<file path="src/rtl/uart_rx.sv">
// UART receiver: 8N1, LSB first, idle-high line, mid-bit sampling.
// Good frames strobe o_RX_DV with the byte; a low stop bit strobes o_RX_Frame_Err.
module uart_rx #(
  parameter int CLKS_PER_BIT = 87
) (
  input  logic       i_Clock,
  input  logic       i_Rst_L,
  input  logic       i_RX_Serial,
  output logic       o_RX_DV,
  output logic [7:0] o_RX_Byte,
  output logic       o_RX_Active,
  output logic       o_RX_Frame_Err
);

  localparam int CNT_W = $clog2(CLKS_PER_BIT);
  localparam logic [CNT_W-1:0] HALF = CNT_W'((CLKS_PER_BIT - 1) / 2);
  localparam logic [CNT_W-1:0] LAST = CNT_W'(CLKS_PER_BIT - 1);

  typedef enum logic [2:0] {
    IDLE,
    START,
    DATA,
    STOP,
    CLEANUP,
    RECOVER
  } state_t;

  state_t           state;
  logic [CNT_W-1:0] clk_cnt;
  logic [2:0]       bit_idx;
  logic             rx_m;
  logic             rx_s;
  logic [7:0]       shift;
  logic             data_sample;

  always_ff @(posedge i_Clock or negedge i_Rst_L) begin
    if (!i_Rst_L) begin
      rx_m <= 1'b1;
      rx_s <= 1'b1;
    end else begin
      rx_m <= i_RX_Serial;
      rx_s <= rx_m;
    end
  end

  assign data_sample = (state == DATA) && (clk_cnt == LAST);

  // Assembly register is never delivered until all eight bits are rewritten,
  // so it needs no reset.
  always_ff @(posedge i_Clock) begin
    if (data_sample) begin
      shift[bit_idx] <= rx_s;
    end
  end

  always_ff @(posedge i_Clock or negedge i_Rst_L) begin
    if (!i_Rst_L) begin
      state          <= IDLE;
      clk_cnt        <= '0;
      bit_idx        <= '0;
      o_RX_DV        <= 1'b0;
      o_RX_Frame_Err <= 1'b0;
      o_RX_Active    <= 1'b0;
      o_RX_Byte      <= 8'h00;
    end else begin
      o_RX_DV        <= 1'b0;
      o_RX_Frame_Err <= 1'b0;
      case (state)
        IDLE: begin
          clk_cnt <= '0;
          bit_idx <= '0;
          if (!rx_s) begin
            state       <= START;
            o_RX_Active <= 1'b1;
          end
        end
        START: begin
          if (clk_cnt == HALF) begin
            clk_cnt <= '0;
            bit_idx <= '0;
            if (!rx_s) begin
              state <= DATA;
            end else begin
              state       <= IDLE;
              o_RX_Active <= 1'b0;
            end
          end else begin
            clk_cnt <= clk_cnt + 1'b1;
          end
        end
        DATA: begin
          if (clk_cnt == LAST) begin
            clk_cnt <= '0;
            if (bit_idx == 3'd7) begin
              state <= STOP;
            end else begin
              bit_idx <= bit_idx + 3'd1;
            end
          end else begin
            clk_cnt <= clk_cnt + 1'b1;
          end
        end
        STOP: begin
          if (clk_cnt == LAST) begin
            clk_cnt     <= '0;
            o_RX_Active <= 1'b0;
            if (rx_s) begin
              o_RX_Byte <= shift;
              o_RX_DV   <= 1'b1;
              state     <= CLEANUP;
            end else begin
              o_RX_Frame_Err <= 1'b1;
              state          <= RECOVER;
            end
          end else begin
            clk_cnt <= clk_cnt + 1'b1;
          end
        end
        CLEANUP: begin
          clk_cnt <= '0;
          state   <= IDLE;
        end
        RECOVER: begin
          // Hold off until the line returns high so a break is not read as 0x00 frames.
          clk_cnt <= '0;
          if (rx_s) begin
            state <= IDLE;
          end
        end
        default: begin
          clk_cnt     <= '0;
          o_RX_Active <= 1'b0;
          state       <= IDLE;
        end
      endcase
    end
  end

endmodule

</file>
<file path="config.mk">
export PLATFORM = sky130hd
export DESIGN_NAME = uart_rx
export DESIGN_NICKNAME = d
export VERILOG_FILES = /design/src/rtl/uart_rx.sv
export SDC_FILE = /design/constraint.sdc
export NUM_CORES = 1
export LEC_CHECK = 0
export BUFFER_PORTS_ARGS = -buffer_cell sky130_fd_sc_hd__buf_2
export CORE_ASPECT_RATIO = 0.9
export CORE_UTILIZATION = 30
export CTS_CLUSTER_SIZE = 16
export DETAILED_ROUTE_END_ITERATION = 16
export GPL_TIMING_DRIVEN = 0
export PLACE_DENSITY_LB_ADDON = 0.1
export SYNTH_ARGS = -nofsm -noshare
export SYNTH_HDL_FRONTEND = slang
export SYNTH_SLANG_ARGS = --single-unit
</file>
<file path="constraint.sdc">
create_clock -name i_Clock -period 2.36 [get_ports i_Clock]
set_input_delay 0.354 -clock i_Clock [delete_from_list [all_inputs] [get_ports i_Clock]]
set_output_delay 0.354 -clock i_Clock [all_outputs]
set_load 0.02 [all_outputs]
</file>
# ---- Word-level counts from Yosys, hierarchy flattened
# Index checks and enable logic that the tools add are counted.
dict set report word_totals {
  reg_bits 34
  word_cells 71
}
dict set report op_classes {
  add_sub_neg 2
  n_lt_le_gt_ge 2
  n_eq_ne 16
  mux 30
  bitwise 1
  n_reduce_logical 10
}
# op count
set op_table {}
lappend op_table {{two-way mux 3 bit} 9}
lappend op_table {{case mux 3 bit (5 select lines)} 1}
lappend op_table {{two-way mux 7 bit} 2}
lappend op_table {{case mux 7 bit (2 select lines)} 1}
lappend op_table {{two-way mux 1 bit} 12}
lappend op_table {{inequality test 2 bit (second input constant)} 6}
lappend op_table {{== test 3 bit (second input constant)} 3}
lappend op_table {{case mux 3 bit (3 select lines)} 1}
lappend op_table {{bitwise mux 8 bit} 1}
lappend op_table {{adder 7 x 1 -> 7 bit (second input constant)} 1}
lappend op_table {{== test 7 x 6 -> 1 bit (second input constant)} 1}
lappend op_table {{== test 7 bit (second input constant)} 1}
lappend op_table {{== test 3 x 2 -> 1 bit (second input constant)} 2}
lappend op_table {{AND reduction 6 bit} 1}
lappend op_table {{AND reduction 5 bit} 1}
lappend op_table {{< comparator 3 x 4 -> 1 bit (second input constant)} 1}
lappend op_table {{inequality test 2 x 1 -> 1 bit (second input constant)} 2}
lappend op_table {{case mux 1 bit (4 select lines)} 1}
lappend op_table {{AND reduction 4 bit} 1}
lappend op_table {{adder 3 x 1 -> 3 bit (second input constant)} 1}
lappend op_table {{demux 1 bit (select 3 bit)} 1}
lappend op_table {{== test 3 x 1 -> 1 bit (second input constant)} 1}
lappend op_table {{>= comparator 3 x 1 -> 1 bit (second input constant)} 1}
lappend op_table {{logical NOT 3 bit} 1}
lappend op_table {{7 further kinds} 8}

# ---- Longest topological paths before layout
dict set report depth {
  ltp_word 5
  ltp_mapped 6
}

# ---- Least setup slack after synthesis
# Ideal clock, no wire load.
dict set report synth_path {
  path_kind {reg2reg}
  startpoint {reg bit_idx[1]}
  endpoint {reg bit_idx[0]}
  setup_time_ns 0.125
  t_arrival_ns 1.845
  path_slack_ns 0.390
  stages_incl_launch_ff 6
  n_path_buf 0
  cell_sequence {dfrtp_1 ha_1 ha_1 or4b_1 a211o_1 mux2_2}
}
dict set report synth_between {
  elab_chain_cells 3
}
# element line_no
set synth_lines {}
lappend synth_lines {{from (decl)} 30} ;# logic [2:0] bit_idx;
lappend synth_lines {{from (signal assigned)} 97} ;# bit_idx <= bit_idx + 3'd1;
lappend synth_lines {{== test 3 bit} 94} ;# if (bit_idx == 3'd7) begin
lappend synth_lines {{inequality test 2 bit (no source line)} -}
lappend synth_lines {{AND reduction 4 bit (no source line)} -}
# Every way passes these cells.
# A chain may end at the register's enable or synchronous reset.

# ---- Worst setup path in the final report
# Same ends and word-level chain as after synthesis.

==> results.cfg <==
[placement]
portBuffers = 13
dpl_cell_area_um2 = 1610
hpwl_mm = 1.79
replace_congestion = 0.781
post-place-ws_ns = 0.257
numPlacedInstances = 195

[yosys]
synth_top_cell_area_share_pct = 40.8
ys_dominant_reg_cell = sky130_fd_sc_hd__dfrtp_1
synth_top_cells_by_count = sky130_fd_sc_hd__dfrtp_1, sky130_fd_sc_hd__nor2_1, sky130_fd_sc_hd__mux2_2
syn_avg_cell_area_um2 = 12.3
ys_seq_elements = 34
synth_sequential_area_ratio_pct = 60.7
fraction_of_registers_with_async_set_or_reset_after_synthesis_pct = 76.5
synthDistinctLibCells = 32
post_synth_main_area_contributors = sky130_fd_sc_hd__dfrtp_1, sky130_fd_sc_hd__edfxtp_1, sky130_fd_sc_hd__mux2_2, sky130_fd_sc_hd__nor2_1, sky130_fd_sc_hd__dfstp_2
post-synth-top-count-cell = sky130_fd_sc_hd__dfrtp_1
netlist.top_cell.by_area = sky130_fd_sc_hd__dfrtp_1
postSynthNetCount = 127
synth_enable_flop_cells = 8
synth_warnings = 0
post_synth_instance_area_um2 = 1470
syn-instance-count = 120

[clock_network]
clk_root_buffer_cell = sky130_fd_sc_hd__clkbuf_8
clock_path_buffers = 2
clock_insertion_delay_worst_skew_ns = 0.28
cts_repair_resize_count = 0
post-cts-setup-buffer-count = 0
clock_tree_from_tritoncts = built
cts_hold_buf = 0
clock_buffers_created_by_tritoncts = 5
htree_levels = 2
clock_sinks = 34
clk_transition_reported_paths_ns = 0.07

[global_route]
global_route.usage.met3_pct = 5.30
gr-total-overflow = 0
grt_antenna_before_repair = 0
top_usage_layer = met2
groute.layer.met2.usage_pct = 17.3
maximum_number_of_pins_on_one_net_before_global_route_repair = 27
global_route.usage.total_pct = 12.4
global_route_wire_length_before_repair_mm = 4.57
global_route.usage.met1_pct = 16.9
vias_in_the_first_global_route = 919

[routing]
drt_iter0_markers = 30
routed-via-count = 942
detail_route.wirelength_mm = 2.58
vias_per_cell = 4.64
ant_nets = 0
first_pass_iters = 4
remaining_drc_errors = 0
routed_wl_per_cell_um = 12.7

[final_layout]
fin_util_pct = 37.6
drive_gt1_share_pct = 22.0
sequential_cell_area_um2 = 893
final_cells = 203
num-nets-final = 147
multi_input_comb_area_um2 = 552
fillerInstances = 468
cell_area_after_layout_um2 = 1720
num_antenna_cells = 0
area.growth.synth_to_final_pct = 16.9

[floorplan]
ios = 14
die_height_um = 68.4
total_die_area_um2 = 5190
die_width_um = 75.8
placementRows = 23
floorplan.core_area_um2 = 4580
start_util_pct = 32.2

[timing]
fin_skew_ns = 0.0103
finalSetupViolations = 0
finalHoldViolations = 0
rsz0062_at_grt = no
setup-tns-final_ns = 0
final.period_utilization_pct = 88.3
worst_pin_slew_ns = 0.584
setup_slack_ns = 0.276
drv_slew = 0
fin_worst_hold_slack_ns = 0.0668
slew_headroom_pct = 60.9
finalCriticalPeriod_ns = 2.08
max_freq_mhz = 480

[status]
outcome = completed

[worst_setup_path]
worst_r2r_endpoint = bit_idx[0]
largest_fanout_on_the_critical_path = 7
critPathKind = reg2reg
worstRegToRegCells = 5
worst-r2r-setup-slack_ns = 0.28
start_of_the_worst_register_to_register_path = bit_idx[1]
worst_setup_path_start_kind = flop
required_ns = 2.52
worst-endpoint-arrival_ns = 2.25
crit_path_end_kind = flop

[pwr]
design_power_total_mw = 1.21
static-leakage-power_nw = 0.767
vdd_drop_max_uv = 196
power_density_nw_per_um2 = 706

[job]
timing.max_cap.violations = 0

[worst_hold_path]
timing.hold.worst.class = in2async
==> how the worst max path moves through the flow <==
stage / from / to / slack, ns / depth (start not counted)
3_5_place_dp: bit_idx[1] / bit_idx[0] / 0.26 / 5
5_1_grt: state[2] / shift[0] / 0.07 / 5
6_report: bit_idx[1] / bit_idx[0] / 0.28 / 5
4_1_cts: clk_cnt[0] / o_RX_Byte[5] / 0.24 / 6
2_1_floorplan: bit_idx[1] / bit_idx[0] / 0.39 / 5
3_3_place_gp: clk_cnt[0] / shift[0] / 0.28 / 6
==> logic make-up after synthesis <==
| kind of cell | after synthesis | synth area share (%) |
|---|---|---|
| xor+xnor | 5 | 2.98 |
| compound gates | 13 | 6.72 |
| buf+inv | 7 | 1.79 |
| fa+ha+maj | 4 | 3.40 |
| simple gates | 47 | 16.8 |
| mux | 10 | 7.57 |
| flops | 34 | 60.7 |
==> critical path, cell delays in order (launching register included) <==
cell and delay, ns:
sky130_fd_sc_hd__dfrtp_1 0.45, sky130_fd_sc_hd__ha_1 0.21, sky130_fd_sc_hd__ha_1 0.20, sky130_fd_sc_hd__or4b_1 0.50, sky130_fd_sc_hd__a211o_1 0.34, sky130_fd_sc_hd__mux2_2 0.27
==> where the power goes <==
group          total, mW  internal [mW]  switching, mW  leakage, nW
Sequential         0.631          0.617         0.0137        0.416
Combinational     0.0721         0.0247         0.0474        0.299
Clock              0.511          0.311          0.200       0.0528
Total               1.21          0.953          0.261        0.767
==> cell type report <==
cell class,count,area share [%]
buffer,3,0.655
clock buffer,6,4.22
clock inverter,2,1.96
inverter,4,0.873
multi-input combinational,79,32.1
sequential,34,51.9
tap,62,4.51
timing repair buffer,13,3.78
==> state kept, by name, indices dropped and copies added, names as in the netlist <==
register	count
rx_s	1
o_RX_Frame_Err	1
o_RX_DV	1
state	3
o_RX_Byte	8
bit_idx	3
shift	8
o_RX_Active	1
rx_m	1
clk_cnt	7
==> routing by layer <==
metal	vias to the layer above	part of all wire (%)
met5	-	0
met4	0	1.4
met3	5	3.6
met2	14	43
met1	458	52
li1	465	-
==> layout by cell type (no fill, tap or decap), types with 3 or more instances in the layout <==
cell,netlist,layout
sky130_fd_sc_hd__dfrtp_1,24,24
sky130_fd_sc_hd__nor2_1,20,20
sky130_fd_sc_hd__buf_2,0,13
sky130_fd_sc_hd__mux2_2,9,9
sky130_fd_sc_hd__edfxtp_1,8,8
sky130_fd_sc_hd__nand2b_1,5,5
sky130_fd_sc_hd__clkbuf_8,0,5
sky130_fd_sc_hd__clkbuf_1,3,4
sky130_fd_sc_hd__inv_1,4,4
sky130_fd_sc_hd__nor3_1,4,4
sky130_fd_sc_hd__ha_1,4,4
sky130_fd_sc_hd__nand2_1,3,3
sky130_fd_sc_hd__nor2b_1,3,3
sky130_fd_sc_hd__nand3_1,3,3
sky130_fd_sc_hd__xnor2_1,3,3
sky130_fd_sc_hd__a22o_1,3,3
Note: power is estimated with default switching activity, not from simulation.
